===== src/rtl/game_sequencer.sv =====
// game_sequencer: colour-wheel draw and falling-ball game control FSM with registered outputs.
// Define SPEED_RAMP_EN to enable the incr_speed pulse every RAMP_EVERY catches.
module game_sequencer #(
    parameter logic [6:0] BOTTOM_Y  = 7'd110,
    parameter logic [3:0] DRAW_LAST = 4'd15
`ifdef SPEED_RAMP_EN
    ,
    parameter int unsigned RAMP_EVERY = 4
`endif
) (
    input  logic       clock,
    input  logic       resetn,
    input  logic       go,
    input  logic [3:0] quad_done,
    input  logic       frame_tick,
    input  logic [3:0] draw_cnt,
    input  logic [6:0] ball_y,
    input  logic [2:0] ball_col,
    input  logic [2:0] bottom_col,
    output logic [3:0] quad_en,
    output logic       en_xc,
    output logic       en_yc,
    output logic       en_c,
    output logic       en_ratediv,
    output logic       en_fif,
    output logic       reset_en,
    output logic       reset_auto,
    output logic       col_sel,
    output logic       new_col_en,
    output logic       game_en,
    output logic       incr_speed,
    output logic [7:0] score,
    output logic       game_over,
    output logic [3:0] state_out
);

    typedef enum logic [3:0] {
        S_INIT    = 4'd0,
        S_WB      = 4'd1,
        S_WG      = 4'd2,
        S_WY      = 4'd3,
        S_WR      = 4'd4,
        S_IDLE    = 4'd5,
        S_NEWBALL = 4'd6,
        S_ERASE   = 4'd7,
        S_WAITF   = 4'd8,
        S_MOVE    = 4'd9,
        S_DRAW    = 4'd10,
        S_CHECK   = 4'd11,
        S_OVER    = 4'd12
    } state_t;

    state_t     r_state, w_state_nxt;
    logic [7:0] r_score, w_score_nxt, w_score_inc;
    logic [3:0] r_quad_en, w_quad_en;
    logic       r_en_xc, r_en_yc, r_en_c, r_en_ratediv, r_en_fif;
    logic       w_en_xc, w_en_yc, w_en_c, w_en_ratediv, w_en_fif;
    logic       r_reset_en, r_reset_auto, r_col_sel, r_new_col_en, r_game_en, r_game_over;
    logic       w_reset_en, w_reset_auto, w_col_sel, w_new_col_en, w_game_en, w_game_over;
    logic       w_catch, w_pass_done;
`ifdef SPEED_RAMP_EN
    logic       r_incr_speed, w_incr_speed;
`endif

    assign w_score_inc = (r_score == 8'hFF) ? r_score : r_score + 8'd1;
    assign w_catch     = (ball_col == bottom_col);
    assign w_pass_done = (draw_cnt == DRAW_LAST);

    // Next state, score update and the output values registered on this edge.
    always_comb begin
        w_state_nxt  = r_state;
        w_score_nxt  = r_score;
        w_quad_en    = 4'b0000;
        w_en_xc      = 1'b0;
        w_en_yc      = 1'b0;
        w_en_c       = 1'b0;
        w_en_ratediv = 1'b0;
        w_en_fif     = 1'b0;
        w_reset_en   = 1'b0;
        w_reset_auto = 1'b0;
        w_col_sel    = 1'b0;
        w_new_col_en = 1'b0;
        w_game_en    = 1'b0;
        w_game_over  = 1'b0;
`ifdef SPEED_RAMP_EN
        w_incr_speed = 1'b0;
`endif
        case (r_state)
            S_INIT: begin
                w_reset_en   = 1'b1;
                w_reset_auto = 1'b1;
                w_state_nxt  = S_WB;
            end
            S_WB: begin
                w_quad_en = 4'b0001;
                if (quad_done[0]) w_state_nxt = S_WG;
            end
            S_WG: begin
                w_quad_en = 4'b0010;
                if (quad_done[1]) w_state_nxt = S_WY;
            end
            S_WY: begin
                w_quad_en = 4'b0100;
                if (quad_done[2]) w_state_nxt = S_WR;
            end
            S_WR: begin
                w_quad_en = 4'b1000;
                if (quad_done[3]) w_state_nxt = S_IDLE;
            end
            S_IDLE: begin
                if (go) begin
                    w_game_en   = 1'b1;
                    w_state_nxt = S_NEWBALL;
                end
            end
            S_NEWBALL: begin
                w_game_en    = 1'b1;
                w_new_col_en = 1'b1;
                w_reset_auto = 1'b1;
                w_state_nxt  = S_DRAW;
            end
            S_ERASE: begin
                w_game_en = 1'b1;
                w_en_c    = 1'b1;
                w_en_xc   = 1'b1;
                if (w_pass_done) w_state_nxt = S_MOVE;
            end
            S_DRAW: begin
                w_game_en = 1'b1;
                w_col_sel = 1'b1;
                w_en_c    = 1'b1;
                w_en_xc   = 1'b1;
                if (w_pass_done) begin
                    w_reset_en  = 1'b1;
                    w_state_nxt = S_WAITF;
                end
            end
            S_WAITF: begin
                w_game_en    = 1'b1;
                w_en_ratediv = 1'b1;
                w_en_fif     = 1'b1;
                if (frame_tick) w_state_nxt = S_ERASE;
            end
            S_MOVE: begin
                w_game_en   = 1'b1;
                w_en_yc     = 1'b1;
                w_state_nxt = S_CHECK;
            end
            S_CHECK: begin
                w_game_en = 1'b1;
                if (ball_y < BOTTOM_Y) begin
                    w_state_nxt = S_DRAW;
                end else if (w_catch) begin
                    w_score_nxt = w_score_inc;
                    w_state_nxt = S_NEWBALL;
`ifdef SPEED_RAMP_EN
                    w_incr_speed = (w_score_inc != 8'd0) &&
                                   ((32'(w_score_inc) % RAMP_EVERY) == 32'd0);
`endif
                end else begin
                    w_state_nxt = S_OVER;
                end
            end
            S_OVER: begin
                w_game_over = 1'b1;
                if (go) begin
                    w_score_nxt = 8'd0;
                    w_state_nxt = S_INIT;
                end
            end
            default: w_state_nxt = S_INIT;
        endcase
    end

    // State, score and output registers.
    always_ff @(posedge clock or negedge resetn) begin
        if (!resetn) begin
            r_state      <= S_INIT;
            r_score      <= 8'd0;
            r_quad_en    <= 4'b0000;
            r_en_xc      <= 1'b0;
            r_en_yc      <= 1'b0;
            r_en_c       <= 1'b0;
            r_en_ratediv <= 1'b0;
            r_en_fif     <= 1'b0;
            r_reset_en   <= 1'b0;
            r_reset_auto <= 1'b0;
            r_col_sel    <= 1'b0;
            r_new_col_en <= 1'b0;
            r_game_en    <= 1'b0;
            r_game_over  <= 1'b0;
        end else begin
            r_state      <= w_state_nxt;
            r_score      <= w_score_nxt;
            r_quad_en    <= w_quad_en;
            r_en_xc      <= w_en_xc;
            r_en_yc      <= w_en_yc;
            r_en_c       <= w_en_c;
            r_en_ratediv <= w_en_ratediv;
            r_en_fif     <= w_en_fif;
            r_reset_en   <= w_reset_en;
            r_reset_auto <= w_reset_auto;
            r_col_sel    <= w_col_sel;
            r_new_col_en <= w_new_col_en;
            r_game_en    <= w_game_en;
            r_game_over  <= w_game_over;
        end
    end

`ifdef SPEED_RAMP_EN
    always_ff @(posedge clock or negedge resetn) begin
        if (!resetn) r_incr_speed <= 1'b0;
        else         r_incr_speed <= w_incr_speed;
    end
    assign incr_speed = r_incr_speed;
`else
    assign incr_speed = 1'b0;
`endif

    assign quad_en    = r_quad_en;
    assign en_xc      = r_en_xc;
    assign en_yc      = r_en_yc;
    assign en_c       = r_en_c;
    assign en_ratediv = r_en_ratediv;
    assign en_fif     = r_en_fif;
    assign reset_en   = r_reset_en;
    assign reset_auto = r_reset_auto;
    assign col_sel    = r_col_sel;
    assign new_col_en = r_new_col_en;
    assign game_en    = r_game_en;
    assign game_over  = r_game_over;
    assign score      = r_score;
    assign state_out  = r_state;

endmodule

===== config.mk =====
export PLATFORM = sky130hd
export DESIGN_NAME = game_sequencer
export DESIGN_NICKNAME = d
export VERILOG_FILES = /design/src/rtl/game_sequencer.sv
export SDC_FILE = /design/constraint.sdc
export NUM_CORES = 1
export LEC_CHECK = 0
export ABC_AREA = 1
export CORE_ASPECT_RATIO = 0.5
export CORE_UTILIZATION = 33
export DETAILED_ROUTE_END_ITERATION = 16
export GPL_TIMING_DRIVEN = 1
export PLACE_DENSITY = 0.64
export REMOVE_ABC_BUFFERS = 1
export SLEW_MARGIN = 0
export SYNTH_ARGS = -nofsm -noshare
export SYNTH_HDL_FRONTEND = slang
export SYNTH_SLANG_ARGS = --single-unit

===== constraint.sdc =====
create_clock -name clock -period 1.5 [get_ports clock]
set_clock_uncertainty 0.15 [all_clocks]
set_input_delay 0.225 -clock clock [delete_from_list [all_inputs] [get_ports clock]]
set_output_delay 0.225 -clock clock [all_outputs]
set_load 0.02 [all_outputs]

-- Yosys cells after proc, flatten, opt, wreduce, memory -nomap -nowiden
Cells that the tools add are included.
- memories: 0
- output and inout bits: 28
- logic and storage cells: 77
- latch bits: 0
- memory bits (read-only): 0
- input port bits: 25
- bits in writable memories: 0
- bits in registers: 25
- add/subtract/negate cells: 1
- multiplexer cells: 29
- shifts and indexed selects: 0
- bitwise operators: 0
- magnitude comparators: 1
- multiply operators: 0
- equal/unequal tests: 27
- divide/modulo/power cells: 0
- reduce and logical (&&, ||, !) cells: 7
- operators with widths (operator ; count):
    one-hot mux 4 bit (13 select lines) ; 1
    two-way mux 4 bit ; 11
    two-way mux 8 bit ; 4
    equality test 4 bit, second input constant ; 6
    inequality test 2 bit, second input constant ; 12
    equality test 4 x 3 -> 1 bit, second input constant ; 4
    one-hot mux 4 bit (4 select lines) ; 1
    one-hot mux 8 bit (2 select lines) ; 1
    two-way mux 1 bit ; 9
    AND reduction 9 bit ; 1
    adder 8 x 1 -> 8 bit, second input constant ; 1
    equality test 4 x 2 -> 1 bit, second input constant ; 2
    equality test 8 bit, second input constant ; 1
    < comparator 7 bit, second input constant ; 1
    OR reduction 6 bit ; 1
    AND reduction 5 bit ; 1
    equality test 4 x 1 -> 1 bit, second input constant ; 1
    logical NOT 4 bit ; 1
    one-hot mux 1 bit (2 select lines) ; 2
    OR reduction 2 bit ; 2
    equality test 3 bit ; 1
    nonzero test 2 bit ; 1

-- Depth between registers and ports, before layout
Gate-level depths: netlist of the first run.
- depth in word-level cells: 5
- gate-level depth with buffers: 10
- gate-level depth less buffers: 10

-- Worst setup path before layout of the first run
OpenSTA, ideal clock, no wires.
- path kind: flip-flop to flip-flop
- start: reg r_score[0], in the netlist score[0]
- end: reg r_score[2], in the netlist score[2]
- arrival time: 1.450 ns
- path buffers: 0
- setup time: 0.118 ns
- period minus slack after synthesis: 1.718 ns
- data required time: 1.232 ns
- stages on the path, launching flop included: 10
- setup slack: -0.218 ns
- cell sequence: dfrtp_1 ha_1 nand3_1 inv_1 nand2_1 nand3_1 nand2_1 nand2_4 nand2_1 nand2_1
- cells in the longest elaborated chain, start to end: 5
- elaborated cells on any way between the ends: 8
- classes of those cells: add/sub: 1; eq/ne: 2; mux: 4; reduce/logical: 1
- RTL lines (what ; RTL line ; text):
    start: declaration ; 54 ; logic [7:0] r_score, w_score_nxt, w_score_inc;
    start signal: assignment ; 194 ; r_score <= w_score_nxt;
    adder 8 x 1 -> 8 bit ; 65 ; assign w_score_inc = (r_score == 8'hFF) ? r_score : r_score + 8'd1;
    two-way mux 8 bit ; 65 ;
    two-way mux 8 bit ; 153 ; end else if (w_catch) begin
    two-way mux 8 bit ; 151 ; if (ball_y < BOTTOM_Y) begin
    one-hot mux 8 bit (2 select lines) ; 88 ; case (r_state)
Parallel ways exist; a longest one is shown, timed or not. The select of a mux whose other input is x is not followed.
A chain may end at the register's enable or synchronous reset.

-- Worst setup path after layout of the first run
- start: reg r_state[1], in the netlist state_out[1]
- end: reg r_state[0], in the netlist state_out[0]
- cells in the longest elaborated chain, start to end: 3
- elaborated cells on any way between the ends: 24
- classes of those cells: eq/ne: 21; mux: 1; reduce/logical: 2
- RTL lines (what ; RTL line ; text):
    start: declaration ; 53 ; state_t r_state, w_state_nxt;
    start signal: assignment ; 193 ; r_state <= w_state_nxt;
    equality test 4 x 3 -> 1 bit, or another cell as far along ; 88 ;
    inequality test 2 bit (no line) ; n/a ;
    AND reduction 9 bit (no line) ; n/a ;
Parallel ways exist; a longest one is shown, timed or not.

==> results of run 1 <==
-- critical path: stages, from the launching register on --
cell and delay [ps]:
sky130_fd_sc_hd__dfrtp_2 420, sky130_fd_sc_hd__buf_8 150, sky130_fd_sc_hd__nand2_8 90, sky130_fd_sc_hd__buf_6 120, sky130_fd_sc_hd__nor2_4 40, sky130_fd_sc_hd__nand2_2 90
sky130_fd_sc_hd__nand2_4 70, sky130_fd_sc_hd__nor2_4 130, sky130_fd_sc_hd__nand2_2 80, sky130_fd_sc_hd__nand2_1 60, sky130_fd_sc_hd__nand2_1 60
-- per-stage QoR --
stage | instance area [um2] | TNS [ps] | power, W
after floorplan | 1500 | -2050 | 0.00184
after global placement | 2380 | -2900 | 0.00283
after detailed placement | 2380 | -3320 | 0.00284
after CTS | 2560 | -644 | 0.00348
after global routing | 2620 | -1840 | 0.00381
final | 2620 | -432 | 0.00357
-- worst paths after layout --
kind                            cells past startpoint  slack (ps)                       end
max in group asynchronous                           2         770  state_out[1]$_DFFE_PN0P_
min in group clock                                  2         410      score[7]$_DFFE_PN0P_
worst max-delay path                               10         -60  state_out[0]$_DFFE_PN0P_
worst min-delay path                                2         160       game_over$_DFF_PN0_
worst min register to register                      2         410      score[7]$_DFFE_PN0P_
worst max register to register                     10         -60  state_out[0]$_DFFE_PN0P_
-- per-layer routing --
metal | vias up | GRT usage, % | part of all wire [%]
li1 | 872 | - | -
met1 | 784 | 23.6 | 46
met2 | 32 | 31.7 | 50
met3 | 4 | 3.83 | 3.5
met4 | 0 | 3.03 | 0.84
met5 | - | 0 | 0
-- kinds of logic (layout without fill, tap and decap cells) --
| group | Yosys count | count (layout) |
|---|---|---|
| xor gates and xnor gates | 3 | 3 |
| AOI/OAI and AO/OA | 11 | 11 |
| buffers and inverters | 39 | 137 |
| adders and majority gates | 1 | 1 |
| DFF | 25 | 25 |
| other | 1 | 1 |
| and+or+nand+nor | 140 | 140 |
-- final cells by class --
type	instances	area share, %
timing repair buffer	97	31.8
tap	57	2.72
clock buffer	4	1.72
inverter	36	5.39
multi-input combinational	156	34.4
sequential	25	24.0
-- timing repair --
action | in CTS | in global routing
endpoints found under the setup margin | 40 | 17
pin swaps | 17 | 16
endpoints found under the hold margin | 0 | 0
gates resized for setup | 80 | 22
setup buffers | 4 | 2
-- synthesized netlist by cell type --
master                     instances  area [um2]
sky130_fd_sc_hd__dfrtp_1          25         626
sky130_fd_sc_hd__nor2_1           30         113
sky130_fd_sc_hd__o21bai_1          1        7.51
sky130_fd_sc_hd__a21boi_0          1        7.51
sky130_fd_sc_hd__nand2_2           2        12.5
sky130_fd_sc_hd__xor2_1            2        17.5
sky130_fd_sc_hd__nand3_1          25         125
sky130_fd_sc_hd__xnor2_1           1        8.76
sky130_fd_sc_hd__nor2_2            1        6.26
sky130_fd_sc_hd__nor2_8            1        20.0
sky130_fd_sc_hd__buf_4             3        22.5
sky130_fd_sc_hd__nand4_1           3        18.8
sky130_fd_sc_hd__nand2_4           2        22.5
sky130_fd_sc_hd__o21ai_0           3        15.0
sky130_fd_sc_hd__inv_1            35         131
sky130_fd_sc_hd__conb_1            1        3.75
sky130_fd_sc_hd__a311o_1           1        10.0
sky130_fd_sc_hd__a21oi_4           1        16.3
sky130_fd_sc_hd__nand2_1          75         282
sky130_fd_sc_hd__nand3_4           1        17.5
sky130_fd_sc_hd__a21oi_1           3        15.0
sky130_fd_sc_hd__o211ai_1          1        7.51
sky130_fd_sc_hd__ha_1              1        12.5
sky130_fd_sc_hd__clkinv_1          1        3.75
-- power by group through the flow --
stage               registers (W)  logic, W  clock network, W
floorplan                 0.00119  0.000654                 0
global placement         0.000983   0.00184                 0
detailed placement       0.000984   0.00186                 0
CTS                      0.000972   0.00208          0.000429
global route             0.000981   0.00237          0.000459
finish                   0.000961   0.00220          0.000410
-- cells in the final DEF (no fill, tap or decap), types with 5 or more instances in the layout --
cell type                          n
sky130_fd_sc_hd__inv_2             6
sky130_fd_sc_hd__dfrtp_1          22
sky130_fd_sc_hd__nor2_4            8
sky130_fd_sc_hd__nor2_1           18
sky130_fd_sc_hd__nor2_2            5
sky130_fd_sc_hd__nand3_1          16
sky130_fd_sc_hd__buf_4            42
sky130_fd_sc_hd__inv_1            28
sky130_fd_sc_hd__clkdlybuf4s50_1  23
sky130_fd_sc_hd__buf_6             5
sky130_fd_sc_hd__nand2_2           8
sky130_fd_sc_hd__nand3_2           9
sky130_fd_sc_hd__nand2_1          66
sky130_fd_sc_hd__dlygate4sd2_1    22
==> results.txt, run 1 <==
----------------------------------------------------
[Finish]
  Area overhead of the layout relative to synthesis ... 72.5%
  Diode insertion count for antenna repair ... 0
  Number of flip-flops under the largest register name ... 8
  Layout cells sized above 1 ... 32.7%
  FF+latch area ... 629 um2
  NumNets Final ... 345
  Final standard cell count with taps included and fillers excluded ... 375
  Number of fillers in the final layout ... 420
  Final core utilization ... 59.6%
  Area used by multi-input combinational logic ... 902 um2

[Worst setup path]
  Critical path startpoint ... state_out[1]$_DFFE_PN0P_
  Max Fanout on Critical Path ... 6
  Arrival time at the worst endpoint ... 1580 ps
  Critical path capture point type ... flip-flop
  Launch instance of the worst register-to-register path ... state_out[1]$_DFFE_PN0P_
  CP required ... 1520 ps
  Crit Path Category ... reg2reg
  Crit start category ... flip-flop

[Clock network]
  Root buffer cell ... sky130_fd_sc_hd__clkbuf_8
  Worst-path clk slew ... 90 ps
  H-tree levels ... 1
  Maximum buffer depth of the clock tree ... 2
  TritonCTS buffer count ... 3
  Number of buffers added to fix hold violations after cts ... 0
  TritonCTS clock tree ... built
  Clock sink count ... 25
  Latest clock arrival within the worst-skew pair ... 270 ps

[Drt]
  Violation count after the first detailed-routing iteration ... 60
  Mean routed wirelength per cell ... 11.5 um
  Number of detailed-route iterations in the first pass ... 10
  Routed Antenna Nets ... 0
  Wire length after detailed routing ... 4300 um
  Vias per Instance ... 4.51
  Count of vias placed by the detailed router ... 1692
  Number of DRC violations after detailed routing ... 1

[Synth]
  Number of warnings issued by yosys ... 0
  Post-Synth Simple-Gate Area ... 40.5%
  Number of instances in the synthesized netlist ... 220
  Portion of the post-synthesis area used by sequential elements ... 41.1%
  Arithmetic-cell share of the synthesized area counting full adders, half adders and majority gates ... 0.822%
  Register bit total from synthesis ... 25
  Share of the synthesized area in compound gates (AO/OA/AOI/OAI) ... 5.18%
  Area of the mapped netlist ... 1520 um2
  Yosys cell types ... 24
  Multiplexer share of the synthesized area ... 0%
  Fraction of synthesized cell area in xor and xnor cells ... 1.73%
  Main combinational cell family by area after synthesis ... simple AND/OR/NAND/NOR gates
  Post-synthesis area per instance ... 6.92 um2

[Timing]
  Final Max Tran Viols ... 0
  Time the final worst path needs with I/O delays and setup ... 1560 ps
  Hold slack final ... 164 ps
  Setup repair after global routing missed its margin ... true
  Max frequency ... 641 MHz
  Final worst-path setup slack ... -59.4 ps
  Tcrit/Tclk final ... 104%
  Hold Vio Cnt, Final ... 0
  Count of final setup violators ... 12

[Global routing]
  Global-route wire length before repair ... 7030 um
  Total global routing track utilization ... 18.2%
  Largest net degree at the start of global routing ... 26
  Number of antenna violations at the first check in global routing ... 0
  Number of global-route vias before repair ... 1552
  Overflow left after global routing ... 0

[Power and ir drop]
  Part of the total power dissipated in the clock network ... 11.5%
  Comb pwr share ... 61.6%
  Internal cell power ... 0.00203 W
  Switching Fraction ... 43.3%
  Total leakage power ... 1.47 nW
  Pwr per Cell Area ... 1360 nW/um2
  Portion of total power attributed to sequential cells ... 26.9%
  Worst supply voltage drop on vdd ... 829 uV
  NetSw ... 0.00155 W

[Die]
  Die Y ... 50.0 um
  Core area ... 4400 um2
  Initial core utilization ... 34.6%
  Core Rows ... 17
  Count of pins on the block boundary ... 53
  Overall die area ... 4900 um2
  Die Wd ... 98.0 um

[Placement]
  Placer's final routability congestion estimate ... 0.853
  HPWL after detailed placement ... 3180 um
  Worst setup slack before clock tree synthesis ... -334 ps
  # placed instances ... 365
  Number of buffers inserted by port buffering ... 50

[Status]
  Violations in the final reports ... DRC, setup timing
  Run status ... complete, but fails checks

[Job]
  Maxcap violations ... 0

[Hold path]
  Class of the tightest hold or removal check ... in2async

----------------------------------------------------
No activity file was read; power rests on OpenSTA's default activity.
==> run 2: changes to the inputs <==
--- a/config.mk
+++ b/config.mk
@@ -7,10 +7,10 @@
 export LEC_CHECK = 0
 export ABC_AREA = 1
 export CORE_ASPECT_RATIO = 0.5
-export CORE_UTILIZATION = 33
+export CORE_UTILIZATION = 41
 export DETAILED_ROUTE_END_ITERATION = 16
 export GPL_TIMING_DRIVEN = 1
-export PLACE_DENSITY = 0.64
+export PLACE_DENSITY = 0.77
 export REMOVE_ABC_BUFFERS = 1
 export SLEW_MARGIN = 0
 export SYNTH_ARGS = -nofsm -noshare
==> run 2 against run 1 <==
Against the previous run:
- the flow finishes with violations (setup timing)
- wire length increased by 8.2%
- non-clock buffer count is 2 lower
- global-route usage up 5.3 points
- via count rose by 4.1%
- sequential share of layout area rose by 0.42 points
==> results.txt, run 2 (synthesized netlist as in run 1, its figures left out) <==
----------------------------------------------------
[Status]
  Run status ... complete, but fails checks
  Violations in the final reports ... setup timing

[Power and ir drop]
  Part of the total power dissipated in the clock network ... 11.8%
  Comb pwr share ... 59.9%
  Total leakage power ... 1.48 nW
  Portion of total power attributed to sequential cells ... 28.3%
  Total power after layout ... 0.00350 W
  Worst supply voltage drop on vdd ... 1020 uV
  NetSw ... 0.00155 W
  Internal cell power ... 0.00195 W
  Pwr per Cell Area ... 1360 nW/um2
  Switching Fraction ... 44.3%

[Finish]
  Final core utilization ... 73.9%
  Area overhead of the layout relative to synthesis ... 69.5%
  NumNets Final ... 343
  Final standard cell count with taps included and fillers excluded ... 367
  Most common library cell in the layout ignoring fill and taps ... sky130_fd_sc_hd__nand2_1
  Diode insertion count for antenna repair ... 0
  Leading cell types in the layout, fill and taps excluded ... 68 x sky130_fd_sc_hd__nand2_1, 38 x sky130_fd_sc_hd__buf_4, 28 x sky130_fd_sc_hd__inv_1
  Number of flip-flops under the largest register name ... 8
  Post-Layout Inst Area ... 2580 um2
  Layout cells sized above 1 ... 30.7%

[Drt]
  Number of detailed-route iterations in the first pass ... 4
  Count of vias placed by the detailed router ... 1761
  Number of DRC violations after detailed routing ... 0
  Violation count after the first detailed-routing iteration ... 73
  Vias per Instance ... 4.80
  Mean routed wirelength per cell ... 12.7 um
  Routed Antenna Nets ... 0
  Wire length after detailed routing ... 4660 um
  Met2 wire len ... 2510 um
  Highest metal layer with signal wires ... met4
  Met1 Routed Length ... 1890 um
  Met3 wire len ... 185 um

[Clock network]
  Root buffer cell ... sky130_fd_sc_hd__clkbuf_8
  Worst-path clk slew ... 90 ps
  H-tree levels ... 1
  Latest clock arrival within the worst-skew pair ... 270 ps
  TritonCTS buffer count ... 3
  Maximum buffer depth of the clock tree ... 2
  TritonCTS clock tree ... built
  Clock sink count ... 25
  Number of buffers added to fix hold violations after cts ... 0

[Die]
  Die Wd ... 88.2 um
  Core Rows ... 15
  Overall die area ... 3970 um2
  Initial core utilization ... 43.6%
  Die Y ... 45.1 um
  Core area ... 3490 um2
  Count of pins on the block boundary ... 53

[Worst setup path]
  Crit Path Category ... reg2reg
  Crit start category ... flip-flop
  Critical path capture point type ... flip-flop
  Arrival time at the worst endpoint ... 1570 ps
  Max Fanout on Critical Path ... 8
  CP required ... 1520 ps

[Global routing]
  Largest net degree at the start of global routing ... 26
  Number of antenna violations at the first check in global routing ... 0
  Number of global-route vias before repair ... 1599
  Total global routing track utilization ... 23.5%
  Global-route wire length before repair ... 6890 um
  Overflow left after global routing ... 0

[Timing]
  Count of final setup violators ... 12
  Max frequency ... 646 MHz
  Final sum of negative setup slack ... -389 ps
  Hold Vio Cnt, Final ... 0
  Final Max Tran Viols ... 0
  Final worst-path setup slack ... -48.1 ps
  Tcrit/Tclk final ... 103%
  Time the final worst path needs with I/O delays and setup ... 1550 ps
  Setup repair after global routing missed its margin ... true

[Job]
  Maxcap violations ... 0

[Hold path]
  Class of the tightest hold or removal check ... in2async

[Placement]
  Placer's final routability congestion estimate ... 0.865
  HPWL after detailed placement ... 3230 um
  Number of buffers inserted by port buffering ... 50
  Post-Place Cell Area ... 2370 um2
  # placed instances ... 359

----------------------------------------------------
run 2: worst max-delay path, stage by stage, from the launching register on:
cell and delay (ps):
sky130_fd_sc_hd__dfrtp_2 480, sky130_fd_sc_hd__nand2_4 100, sky130_fd_sc_hd__nor2_8 150, sky130_fd_sc_hd__nand3_4 90, sky130_fd_sc_hd__a21oi_4 220, sky130_fd_sc_hd__nand2_4 110
sky130_fd_sc_hd__nand2_1 90, sky130_fd_sc_hd__nand2_1 50
run 2: routing by layer:
metal,vias to the layer above,GRT usage (%)
li1,862,-
met1,832,26.7
met2,55,45.6
met3,12,4.94
met4,0,6.77
met5,-,0
run 2: path summary, 6_finish.rpt:
path                                          startpoint  cells after the start  slack [ps]                  endpoint
worst min-delay path                              resetn                      2         150        reset_en$_DFF_PN0_
worst min register to register      score[7]$_DFFE_PN0P_                      2         420      score[7]$_DFFE_PN0P_
min in group clock                  score[7]$_DFFE_PN0P_                      2         420      score[7]$_DFFE_PN0P_
worst max register to register  state_out[0]$_DFFE_PN0P_                      7         -50      score[3]$_DFFE_PN0P_
worst max-delay path            state_out[0]$_DFFE_PN0P_                      7         -50      score[3]$_DFFE_PN0P_
max in group asynchronous                         resetn                      2         790  state_out[1]$_DFFE_PN0P_
run 2: power groups by stage:
stage	clock network, W	logic (W)	registers [W]
floorplan	0	0.000654	0.00119
global placement	0	0.00182	0.000958
detailed placement	0	0.00185	0.000966
CTS	0.000414	0.00195	0.000975
global route	0.000442	0.00223	0.00101
finish	0.000413	0.00209	0.000990
run 2: repair_timing:
| action | in CTS | in global routing |
|---|---|---|
| setup buffers | 3 | 1 |
| gates resized for setup | 68 | 26 |
| setup endpoints to repair | 39 | 17 |
| pin swaps | 7 | 5 |
| gates cloned | 0 | 0 |
run 2: cell type report:
cell class,instances,area [um2]
timing repair buffer,95,825
fill,259,912
multi-input combinational,156,880
tap,51,63.8
sequential,25,629
clock buffer,4,45.0
inverter,36,136
run 2: metrics by stage:
| stage | setup WS [ps] | hold slack [ps] |
|---|---|---|
| final | -48.1 | 154 |
| after global routing | -136 | 186 |
| after CTS | -25.4 | 163 |
| after detailed placement | -312 | 404 |
| after global placement | -263 | 391 |
| after floorplan | -218 | -221 |
